[src/rtl/serial_wide_adder_pkg.sv]
// Shared types and helpers for the serial wide adder: FSM encoding,
// slice-index width and the two's-complement overflow rule.
package serial_wide_adder_pkg;

  typedef enum logic [1:0] {
    IDLE = 2'd0,
    RUN  = 2'd1,
    DONE = 2'd2
  } state_t;

  // Slice counter width, never narrower than one bit.
  function automatic int idx_width(input int nchunks);
    return (nchunks > 1) ? $clog2(nchunks) : 1;
  endfunction

  function automatic logic signed_ovf(input logic a_msb, input logic b_msb,
                                      input logic s_msb);
    return (a_msb == b_msb) && (s_msb != a_msb);
  endfunction

endpackage

[src/rtl/lpm_add_sub.sv]
// Behavioural model of the codebase's lpm_add_sub chunk adder primitive
// (combinational, add_sub=1 subtracts, aclr/clken gate the outputs).
module lpm_add_sub #(
  parameter int lpm_width = 8
) (
  input  logic [lpm_width-1:0] dataa,
  input  logic [lpm_width-1:0] datab,
  input  logic                 cin,
  input  logic                 add_sub,
  input  logic                 clken,
  input  logic                 aclr,
  output logic [lpm_width-1:0] result,
  output logic                 cout,
  output logic                 overflow
);

  logic [lpm_width-1:0] b_eff;
  logic [lpm_width:0]   full;

  always_comb begin
    b_eff = add_sub ? ~datab : datab;
    full  = {1'b0, dataa} + {1'b0, b_eff} + {{lpm_width{1'b0}}, cin};
    if (clken && !aclr) begin
      result   = full[lpm_width-1:0];
      cout     = full[lpm_width];
      overflow = (dataa[lpm_width-1] == b_eff[lpm_width-1]) &&
                 (full[lpm_width-1] != dataa[lpm_width-1]);
    end else begin
      result   = '0;
      cout     = 1'b0;
      overflow = 1'b0;
    end
  end

endmodule

[src/rtl/serial_wide_adder.sv]
// Multi-cycle wide add/subtract, one CHUNK_W slice per cycle, LSB first.
// Optional macro SERIAL_WIDE_ADDER_BACK_TO_BACK_EN allows accept in DONE.
//
// state | meaning
// IDLE  | waiting for an operand request, in_ready high
// RUN   | stepping slices through the chunk adder, carry chained in carry_q
// DONE  | result held on out_* until the consumer takes it
module serial_wide_adder
  import serial_wide_adder_pkg::*;
#(
  parameter int CHUNK_W = 8,
  parameter int NCHUNKS = 4
) (
  input  logic                       clock,
  input  logic                       aclr_n,
  input  logic                       in_valid,
  output logic                       in_ready,
  input  logic                       in_sub,
  input  logic [CHUNK_W*NCHUNKS-1:0] in_a,
  input  logic [CHUNK_W*NCHUNKS-1:0] in_b,
  output logic                       out_valid,
  input  logic                       out_ready,
  output logic [CHUNK_W*NCHUNKS-1:0] out_sum,
  output logic                       out_cout,
  output logic                       out_ovf
);

  localparam int WIDTH = CHUNK_W * NCHUNKS;
  localparam int IDX_W = idx_width(NCHUNKS);

  state_t               state_q, state_d;
  logic [WIDTH-1:0]     a_q, b_q, sum_q;
  logic                 carry_q, cout_q, ovf_q;
  logic [IDX_W-1:0]     idx_q;
  logic [CHUNK_W-1:0]   chunk_sum;
  logic                 chunk_cout;
  logic                 accept, last;

  assign accept = in_valid & in_ready;
  assign last   = (idx_q == IDX_W'(NCHUNKS - 1));

  // Operands shift down each RUN cycle, so the active slice is always bits [CHUNK_W-1:0].
  lpm_add_sub #(
    .lpm_width(CHUNK_W)
  ) u_chunk (
    .dataa   (a_q[CHUNK_W-1:0]),
    .datab   (b_q[CHUNK_W-1:0]),
    .cin     (carry_q),
    .add_sub (1'b0),
    .clken   (1'b1),
    .aclr    (1'b0),
    .result  (chunk_sum),
    .cout    (chunk_cout),
    .overflow()
  );

  always_ff @(posedge clock or negedge aclr_n) begin
    if (!aclr_n) state_q <= IDLE;
    else         state_q <= state_d;
  end

  always_comb begin
    state_d = state_q;
    case (state_q)
      IDLE: if (in_valid) state_d = RUN;
      RUN:  if (last) state_d = DONE;
      DONE: begin
        if (out_ready) begin
`ifdef SERIAL_WIDE_ADDER_BACK_TO_BACK_EN
          state_d = in_valid ? RUN : IDLE;
`else
          state_d = IDLE;
`endif
        end
      end
      default: state_d = IDLE;
    endcase
  end

  always_comb begin
    out_valid = (state_q == DONE);
`ifdef SERIAL_WIDE_ADDER_BACK_TO_BACK_EN
    in_ready  = (state_q == IDLE) || ((state_q == DONE) && out_ready);
`else
    in_ready  = (state_q == IDLE);
`endif
  end

  // Result slices enter at the top and settle into place after NCHUNKS shifts.
  always_ff @(posedge clock or negedge aclr_n) begin
    if (!aclr_n) begin
      a_q     <= '0;
      b_q     <= '0;
      sum_q   <= '0;
      carry_q <= 1'b0;
      idx_q   <= '0;
      cout_q  <= 1'b0;
      ovf_q   <= 1'b0;
    end else if (accept) begin
      a_q     <= in_a;
      b_q     <= in_b ^ {WIDTH{in_sub}};
      carry_q <= in_sub;
      idx_q   <= '0;
    end else if (state_q == RUN) begin
      a_q     <= a_q >> CHUNK_W;
      b_q     <= b_q >> CHUNK_W;
      sum_q   <= (sum_q >> CHUNK_W) | (WIDTH'(chunk_sum) << (WIDTH - CHUNK_W));
      carry_q <= chunk_cout;
      idx_q   <= idx_q + IDX_W'(1);
      if (last) begin
        cout_q <= chunk_cout;
        ovf_q  <= signed_ovf(a_q[CHUNK_W-1], b_q[CHUNK_W-1], chunk_sum[CHUNK_W-1]);
      end
    end
  end

  assign out_sum  = sum_q;
  assign out_cout = cout_q;
  assign out_ovf  = ovf_q;

endmodule

[config.mk]
export PLATFORM = sky130hd
export DESIGN_NAME = serial_wide_adder
export DESIGN_NICKNAME = d
export VERILOG_FILES = /design/src/rtl/serial_wide_adder_pkg.sv /design/src/rtl/lpm_add_sub.sv /design/src/rtl/serial_wide_adder.sv
export SDC_FILE = /design/constraint.sdc
export NUM_CORES = 1
export LEC_CHECK = 0
export BUFFER_PORTS_ARGS = -buffer_cell sky130_fd_sc_hd__clkbuf_2
export CORE_MARGIN = 8
export CORE_UTILIZATION = 55
export DETAILED_ROUTE_END_ITERATION = 8
export GPL_ROUTABILITY_DRIVEN = 0
export MAX_ROUTING_LAYER = met4
export PLACE_DENSITY = 0.84
export SYNTH_ARGS = -nofsm -noshare
export SYNTH_HDL_FRONTEND = slang
export SYNTH_SLANG_ARGS = --single-unit
export TNS_END_PERCENT = 10
[constraint.sdc]
create_clock -name clock -period 4.1 [get_ports clock]
set_clock_uncertainty 0.15 [all_clocks]
set_input_delay 0.615 -clock clock [delete_from_list [all_inputs] [get_ports clock]]
set_output_delay 0.615 -clock clock [all_outputs]
set_load 0.005 [all_outputs]
# Yosys cells after proc, flatten, opt, wreduce, memory -nomap -nowiden
# Index checks and enable logic that the tools add are counted.
word_totals:
  ff_bits: 103
  inputBits: 69
  output_inout_bits: 36
  elab_cells: 41
classes:
  n_addsub: 3
  n_eq_ne: 8
  n_mux: 12
  bitwise_logic: 4
  reduce_logical: 6
ops:
  columns: ["op", "count"]
  rows:
  - ["two-way mux 32 bit", 4]
  - ["bitwise OR 24 x 32 -> 32 bit", 1]
  - ["bitwise XOR 32 bit", 1]
  - ["two-way mux 2 bit", 5]
  - ["adder 8 x 8 -> 9 bit", 1]
  - ["adder 9 x 1 -> 9 bit", 1]
  - ["case mux 2 bit (3 select lines)", 1]
  - ["AND reduction 3 bit", 2]
  - ["== test 2 bit (second input constant)", 2]
  - ["!= test 2 bit (second input constant)", 2]
  - ["adder 2 x 1 -> 2 bit (second input constant)", 1]
  - ["== test 2 x 1 -> 1 bit (second input constant)", 1]
  - ["zero test 2 bit", 1]
  - ["two-way mux 1 bit", 2]
  - ["!= test 2 x 1 -> 1 bit (second input constant)", 1]
  - ["AND reduction 2 bit", 1]
  - ["nonzero test 2 bit", 1]
  - ["AND 1 bit", 1]
  - ["== test 1 bit", 1]
  - ["logical AND 1 bit", 1]
  - ["!= test 1 bit", 1]
  - ["inverter 1 bit", 1]

# Logic depth before layout (Yosys ltp)
# Gate-level depths: netlist of run 1.
depth:
  ltp_word: 4
  ltp_mapped: 6
  mapped_depth_nobuf: 6

# Hierarchy
# From an unflattened synthesis of run 1, not the netlist that was laid out.
unflattened:
  cells_unflattened: 539
  area_unflattened_um2: 5016.1
modules_own_cells:
  columns: ["mod", "n_inst", "cells_each", "area_per_inst_um2", "seq_area_each_um2"]
  rows:
  - ["serial_wide_adder", 1, 459, 4450.5, 2577.5]
  - ["lpm_add_sub", 1, 80, 565.5, 0.0]

# Least setup slack after synthesis of run 1
# No wires, ideal clock.
synth_timing:
  kind: "register to register"
  start: "register a_q[0]"
  end: "register sum_q[30], in the netlist out_sum[30]"
  setup_ps: 120
  arrival_time_ps: 2073
  required_ps: 3830
  setup_slack_ps: 1757
  path_stages_with_launch: 7
  path_buffers: 0
  synth_period_minus_slack_ps: 2343
  path_cell_list: "dfrtp_1 -> fa_1 -> fa_1 -> a21oi_1 -> o211ai_1 -> a211o_1 -> a31o_2"
synth_between:
  elab_chain_len: 3
synth_rtl:
  columns: ["item", "line_no", "source"]
  rows:
  - ["start: declaration", "serial_wide_adder.sv:32", "logic [WIDTH-1:0] a_q, b_q, sum_q;"]
  - ["start signal: assignment", "serial_wide_adder.sv:100", "a_q <= in_a;"]
  - ["start signal: assignment", "serial_wide_adder.sv:105", "a_q <= a_q >> CHUNK_W;"]
  - ["adder 8 x 8 -> 9 bit", "lpm_add_sub.sv:22", "full = {1'b0, dataa} + {1'b0, b_eff} + {{lpm_width{1'b0}}, cin};"]
  - ["adder 9 x 1 -> 9 bit", "lpm_add_sub.sv:22", null]
  - ["bitwise OR 24 x 32 -> 32 bit", "serial_wide_adder.sv:107", "sum_q <= (sum_q >> CHUNK_W) | (WIDTH'(chunk_sum) << (WIDTH - CHUNK_W));"]
  - ["end signal: assignment", "serial_wide_adder.sv:107", null]
  - ["end: declaration", "serial_wide_adder.sv:32", null]
# Every way passes these cells.
# A chain may end at the register's enable or synchronous reset.

# Worst setup path in the final report of run 1
layout_timing:
  start: "register a_q[0]"
  end: "register carry_q"
layout_between:
  elab_chain_len: 4
layout_rtl:
  columns: ["item", "line_no", "source"]
  rows:
  - ["adder 8 x 8 -> 9 bit", "lpm_add_sub.sv:22", null]
  - ["adder 9 x 1 -> 9 bit", "lpm_add_sub.sv:22", null]
  - ["two-way mux 1 bit", "serial_wide_adder.sv:104", "end else if (state_q == RUN) begin"]
  - ["two-way mux 1 bit", "serial_wide_adder.sv:99", "end else if (accept) begin"]
  - ["end signal: assignment", "serial_wide_adder.sv:102", "carry_q <= in_sub;"]
  - ["end signal: assignment", "serial_wide_adder.sv:108", "carry_q <= chunk_cout;"]
  - ["end: declaration", "serial_wide_adder.sv:33", "logic carry_q, cout_q, ovf_q;"]
# Every way passes these cells. The select of a mux whose other input is x is not followed.

==> flow_summary.json, run 1 <==
{
  "status": "completed",
  "syn_nets": 575,
  "power_frac_clock_pct": 16.3,
  "fin_util_pct": 65.2,
  "drc_errors": 0,
  "synth_edf_count": 0,
  "h-tree-depth": 3,
  "synth_cell_types": 39,
  "syn-instance-count": 496,
  "fin_setup_tns_ns": 0,
  "setup_viol": 0,
  "fin_nets": 663,
  "period_minus_slack_ns": 2.55,
  "p_sw_uw": 1720,
  "min_path_type": "in2async",
  "drtPass1Iterations": 5,
  "wire_per_inst_um": 15.9,
  "cts_tree": "built",
  "maxCapViolations": 0,
  "clock_sinks": 103,
  "final_common_cell": "nand2_1",
  "wl_mm": 11.1,
  "ys_ff_latch": 103,
  "multi_input_area_um2": 2090,
  "most-common-layout-cells": "nand2_1, dfrtp_1, clkbuf_2",
  "r2r-start": "a_q[0]",
  "dpl_cell_area_um2": 5380,
  "cts.reportedPaths.clkPinSlew_ns": 0.09,
  "clk_latency_ns": 0.36,
  "internal_power_uw": 2570,
  "area_growth_pct": 16.4,
  "post_cts_buffers": 0,
  "drive_gt1_share_pct": 22.2,
  "r2r_end": "carry_q",
  "hpwl_mm": 7.92,
  "drt-vias-per-instance": 5.59,
  "slew_violations": 0,
  "top_level_ports": 105,
  "yosysSeqAreaShare_pct": 53.5,
  "antenna_left": 0,
  "fillers": 713,
  "start_util_pct": 56.0,
  "gr-total-overflow": 0,
  "antenna_cells": 0,
  "cp.required_ns": 4.18,
  "async_reset_ff_share_pct": 100,
  "grt_pass1_wl_mm": 18.0,
  "clockBufferDepth": 2,
  "r2r_slack_ns": 1.55,
  "avgSynthCellArea_um2": 9.70,
  "cts_buffers": 9,
  "die_w_um": 110,
  "dr.first_iter.drc_count": 229,
  "antenna_found_initial": 0,
  "fp.dieArea_um2": 12000,
  "end_kind": "flop",
  "combPwrFrac_pct": 42.4,
  "period_share_pct": 62.2,
  "cts_hold_buf": 0,
  "rows": 34,
  "numPortBuffers": 104,
  "hold_viol": 0,
  "cts-root-buf": "clkbuf_8",
  "ys.flop_type": "dfrtp_1",
  "die_y_um": 110,
  "crit_type": "reg2reg",
  "start_kind": "flop",
  "fp.coreArea_um2": 8590,
  "synthesis.area_um2": 4810,
  "vias": 3897,
  "power_density_nw_per_um2": 766,
  "grt_max_degree": 91,
  "cts_resized": 0,
  "rsz0062_at_grt": "false",
  "max_freq_mhz": 392,
  "grt_pass1_vias": 3721,
  "ys_warn_count": 0,
  "p_sw_share_pct": 40.1,
  "cp.arrival_ns": 2.63,
  "irDropWorstVdd_mv": 0.380,
  "final_area_um2": 5600,
  "pwr-share-seq_pct": 41.3,
  "grt_usage_pct": 19.4,
  "reg2reg_depth": 6,
  "cp_max_fo": 4,
  "leakage_uw": 0.00283,
  "slew-limit-headroom_pct": 21.7,
  "seqCellArea_um2": 2580,
  "worst_slew_pin_slew_ns": 1.17
}
flip-flops by register name (all words and copies together) (netlist names):
register / flops
a_q: 32
idx_q: 2
carry_q: 1
out_ovf: 1
state_q: 2
out_cout: 1
b_q: 32
out_sum: 32
final cells by class:
cell class              count  area share, %
inverters                   4          0.268
clock inverters             5           1.45
flip-flops and latches    103           46.0
multi-input cells         357           37.4
clock buffers              11           2.52
well taps                 108           2.41
repair buffers            109           10.0
synth_stat cells, types with 3 or more instances:
master | number | area share [%]
nand3_1 | 12 | 1.2
a22oi_1 | 25 | 3.9
a221o_1 | 24 | 5.0
nor2b_1 | 3 | 0.39
ha_1 | 8 | 2.1
inv_1 | 4 | 0.31
o21ai_0 | 27 | 2.8
nand2_1 | 153 | 12
dfrtp_1 | 103 | 54
a211oi_1 | 4 | 0.62
a21oi_1 | 3 | 0.31
clkbuf_1 | 6 | 0.47
nor2_1 | 26 | 2.0
nor3_1 | 4 | 0.42
xnor2_1 | 33 | 6.0
buf_2 | 25 | 2.6
routing by layer:
metal | vias up | GRT usage, % | wire length, um
met3 | 16 | 5.16 | 810
li1 | 1877 | - | -
met1 | 1883 | 25.6 | 4900
met5 | - | - | 0
met4 | 0 | 6.36 | 198
met2 | 121 | 28.5 | 5200
worst max path at each step:
stage,from,to,slack [ns],cells after the start
2_1_floorplan,a_q[0],out_sum[30],1.76,6
3_3_place_gp,a_q[0],carry_q,1.69,6
3_5_place_dp,a_q[0],out_cout,1.58,6
4_1_cts,a_q[0],carry_q,1.57,6
5_1_grt,a_q[0],carry_q,1.34,6
6_report,a_q[0],carry_q,1.55,6
critical path, cell delays in order (launching register included):
cell     delay, ns
dfrtp_1       0.41
fa_1          0.50
fa_1          0.44
a21oi_1       0.23
o21ai_0       0.17
o31ai_1       0.38
a31oi_1       0.14
power by group through the flow:
| stage | Sequential [uW] | Clock (uW) | Combinational (uW) |
|---|---|---|---|
| 5_1_grt | 1820 | 755 | 2060 |
| 3_5_place_dp | 1790 | 0 | 1830 |
| 6_report | 1770 | 700 | 1820 |
| 2_1_floorplan | 1700 | 0 | 1340 |
| 3_3_place_gp | 1770 | 0 | 1760 |
| 4_1_cts | 1770 | 708 | 1840 |
stage by stage:
step | instances | total power, uW | setup slack, ns | hold WS [ns]
finish | 697 | 4290 | 1.55 | 0.282
floorplan | 496 | 3050 | 1.76 | 0.169
global route | 697 | 4640 | 1.34 | 0.299
detailed placement | 681 | 3620 | 1.58 | 0.312
global placement | 681 | 3530 | 1.69 | 0.307
CTS | 697 | 4310 | 1.57 | 0.290
cells by family after synthesis:
logic type               synth area share, %
AO/OA/AOI/OAI                           15.5
buffers and inverters                   3.54
AND/OR/NAND/NOR                         18.2
adder cells (fa/ha/maj)                 2.91
multiplexers                           0.208
flip-flops                              53.5
XOR/XNOR                                6.00
No activity file was read; power rests on OpenSTA's default activity.
==> inputs of run 2 (changes only) <==
- ABC_AREA: default -> 1
- CORE_UTILIZATION: 55 -> 49
- PLACE_DENSITY: 0.84 -> 0.79
- clock period: 4.1 -> 2.3 ns (I/O delays scaled with it)
==> flow_summary.json, run 2 <==
{
  "p_sw_uw": 3340,
  "min_path_type": "in2reg",
  "cts-root-buf": "clkbuf_8",
  "internal_power_uw": 4610,
  "die_y_um": 115,
  "async_reset_ff_share_pct": 100,
  "top_level_ports": 105,
  "grt_pass1_vias": 4043,
  "setup_viol": 0,
  "combPwrFrac_pct": 46.0,
  "fp.dieArea_um2": 13300,
  "most-common-layout-cells": "nand2_1, dfrtp_1, clkbuf_2",
  "cts_tree": "built",
  "timing.final.ws_setup_ns": 0.130,
  "grt_max_degree": 43,
  "synth_edf_count": 0,
  "h-tree-depth": 3,
  "start_kind": "flop",
  "post_cts_buffers": 0,
  "rsz0062_at_grt": "false",
  "drtPass1Iterations": 5,
  "cts_buffers": 9,
  "leakage_uw": 0.00293,
  "grt.busiest_layer": "met2",
  "cp.buffers_inverters": 0,
  "grtUsageMet2_pct": 28.8,
  "yosys-top-cells-area": "dfrtp_1, nand2_1, o221ai_1",
  "clk_latency_ns": 0.36,
  "cp.arrival_ns": 2.28,
  "dpl.cell_count": 745,
  "drc_errors": 0,
  "avgSynthCellArea_um2": 9.18,
  "grt_use_met3_pct": 4.41,
  "crit_type": "reg2reg",
  "area_growth_pct": 17.5,
  "slew_violations": 0,
  "cts_hold_buf": 1,
  "vias": 3903,
  "period_minus_slack_ns": 2.17,
  "fin_setup_tns_ns": 0,
  "worst_slew_pin_slew_ns": 0.700,
  "stdcell_count": 763,
  "gr-total-overflow": 0,
  "cts.reportedPaths.clkPinSlew_ns": 0.10,
  "cp.required_ns": 2.41,
  "grt_pass1_wl_mm": 18.9,
  "place_ws_ns": 0.143,
  "synthesis.area_um2": 4820,
  "synth_common_cells": "nand2_1, dfrtp_1, inv_1",
  "ys.flop_type": "dfrtp_1",
  "power_frac_clock_pct": 14.3,
  "wire_per_inst_um": 14.8,
  "antenna_cells": 0,
  "cpMaxStageDelayCell": "fa_1",
  "final_common_cell": "nand2_1",
  "synth_top_area_share_pct": 53.5,
  "crit_path_cell_trace": "fa_1 > fa_1 > nand2_1 > nand3_1 > or2_2 > nand3_1 > nand2_1",
  "antenna_left": 0,
  "drive_gt1_share_pct": 22.2,
  "irDropWorstVdd_mv": 0.947,
  "power_density_nw_per_um2": 1400,
  "antenna_found_initial": 0,
  "syn-instance-count": 525,
  "grt_usage_pct": 18.4,
  "slew-limit-headroom_pct": 53.3,
  "cpLargestDelayFamily": "adder cells",
  "final_area_um2": 5660,
  "clock_sinks": 103,
  "numPortBuffers": 104,
  "syn_nets": 604,
  "synth.most_common_cell": "nand2_1",
  "wl_mm": 11.3,
  "period_share_pct": 94.3,
  "die_w_um": 115,
  "clockBufferDepth": 2,
  "status": "completed",
  "hold_viol": 0,
  "met1_usage_pct": 23.1,
  "fillers": 868,
  "drt-vias-per-instance": 5.12,
  "synth_largest_area_cell": "dfrtp_1",
  "dpl_cell_area_um2": 5450,
  "start_util_pct": 49.8,
  "hpwl_mm": 8.17,
  "ys_warn_count": 0,
  "end_kind": "flop",
  "fin_hold_ws_ns": 0.0192,
  "dr.first_iter.drc_count": 261,
  "pwr-share-seq_pct": 39.7,
  "rows": 36,
  "cp_max_fo": 4,
  "ys_ff_latch": 103,
  "critPathMaxStageDelay_ns": 0.47,
  "maxCapViolations": 0,
  "cts_resized": 0,
  "p_sw_share_pct": 42.0,
  "max_freq_mhz": 461,
  "synth_cell_types": 30,
  "fp.coreArea_um2": 9680,
  "fin_nets": 704,
  "yosysSeqAreaShare_pct": 53.5
}
==> run 2: cell count changes after synthesis, moves of 10 or more <==
cell      change
inv_1        +54
o221ai_1     +25
a221o_1      -24
nor2_1       -11
nand2_1      +10
==> run 2: kinds of logic after synthesis <==
family / share of synthesized area, %
AO/OA/AOI/OAI: 14.3
XOR/XNOR: 4.36
adder cells (fa/ha/maj): 2.91
buffers and inverters: 8.23
flip-flops: 53.5
AND/OR/NAND/NOR: 16.7
==> run 2: power groups by stage <==
stage          Combinational, uW  Sequential, uW  Clock, uW
2_1_floorplan               2700            3090          0
3_3_place_gp                3510            3140          0
3_5_place_dp                3640            3190          0
4_1_cts                     3680            3160       1150
5_1_grt                     4200            3260       1230
6_report                    3650            3150       1140
==> run 2: layout make-up <==
type                    count  area, um^2  share of cell area, %
repair buffers            118         646                   11.4
clock buffers              11         141                   2.50
flip-flops and latches    103        2580                   45.5
well taps                 133         166                   2.94
inverters                  61         229                   4.04
clock inverters             5        57.6                   1.02
multi-input cells         332        1850                   32.6
==> run 2: worst paths after layout <==
check,depth (start not counted),to,from,slack (ns)
worst max-delay path,7,out_sum[28],a_q[0],0.13
worst min-delay path,3,a_q[25],in_a[25],0.02
worst max register to register,7,out_sum[28],a_q[0],0.13
worst min register to register,2,a_q[25],a_q[25],0.33
max in group asynchronous,3,idx_q[0],aclr_n,1.02
min in group asynchronous,2,out_sum[6],aclr_n,0.38
==> run 2: metal layers <==
| layer | vias to the layer above | share of wire (%) |
|---|---|---|
| li1 | 1914 | - |
| met1 | 1850 | 44 |
| met2 | 123 | 48 |
| met3 | 16 | 5.7 |
| met4 | 0 | 1.6 |
| met5 | - | 0 |
==> run 2: stage by stage <==
stage | util, % | power (uW)
finish | 58.5 | 7940
global route | 58.5 | 8680
CTS | 58.4 | 7990
detailed placement | 56.2 | 6830
global placement | 56.2 | 6650
floorplan | - | 5790
==> run 2: tightest hold or removal path: cells and delay by family <==
family	cells	cell delay, ns
buffers and inverters	1	0.07
and+or+nand+nor	2	0.09
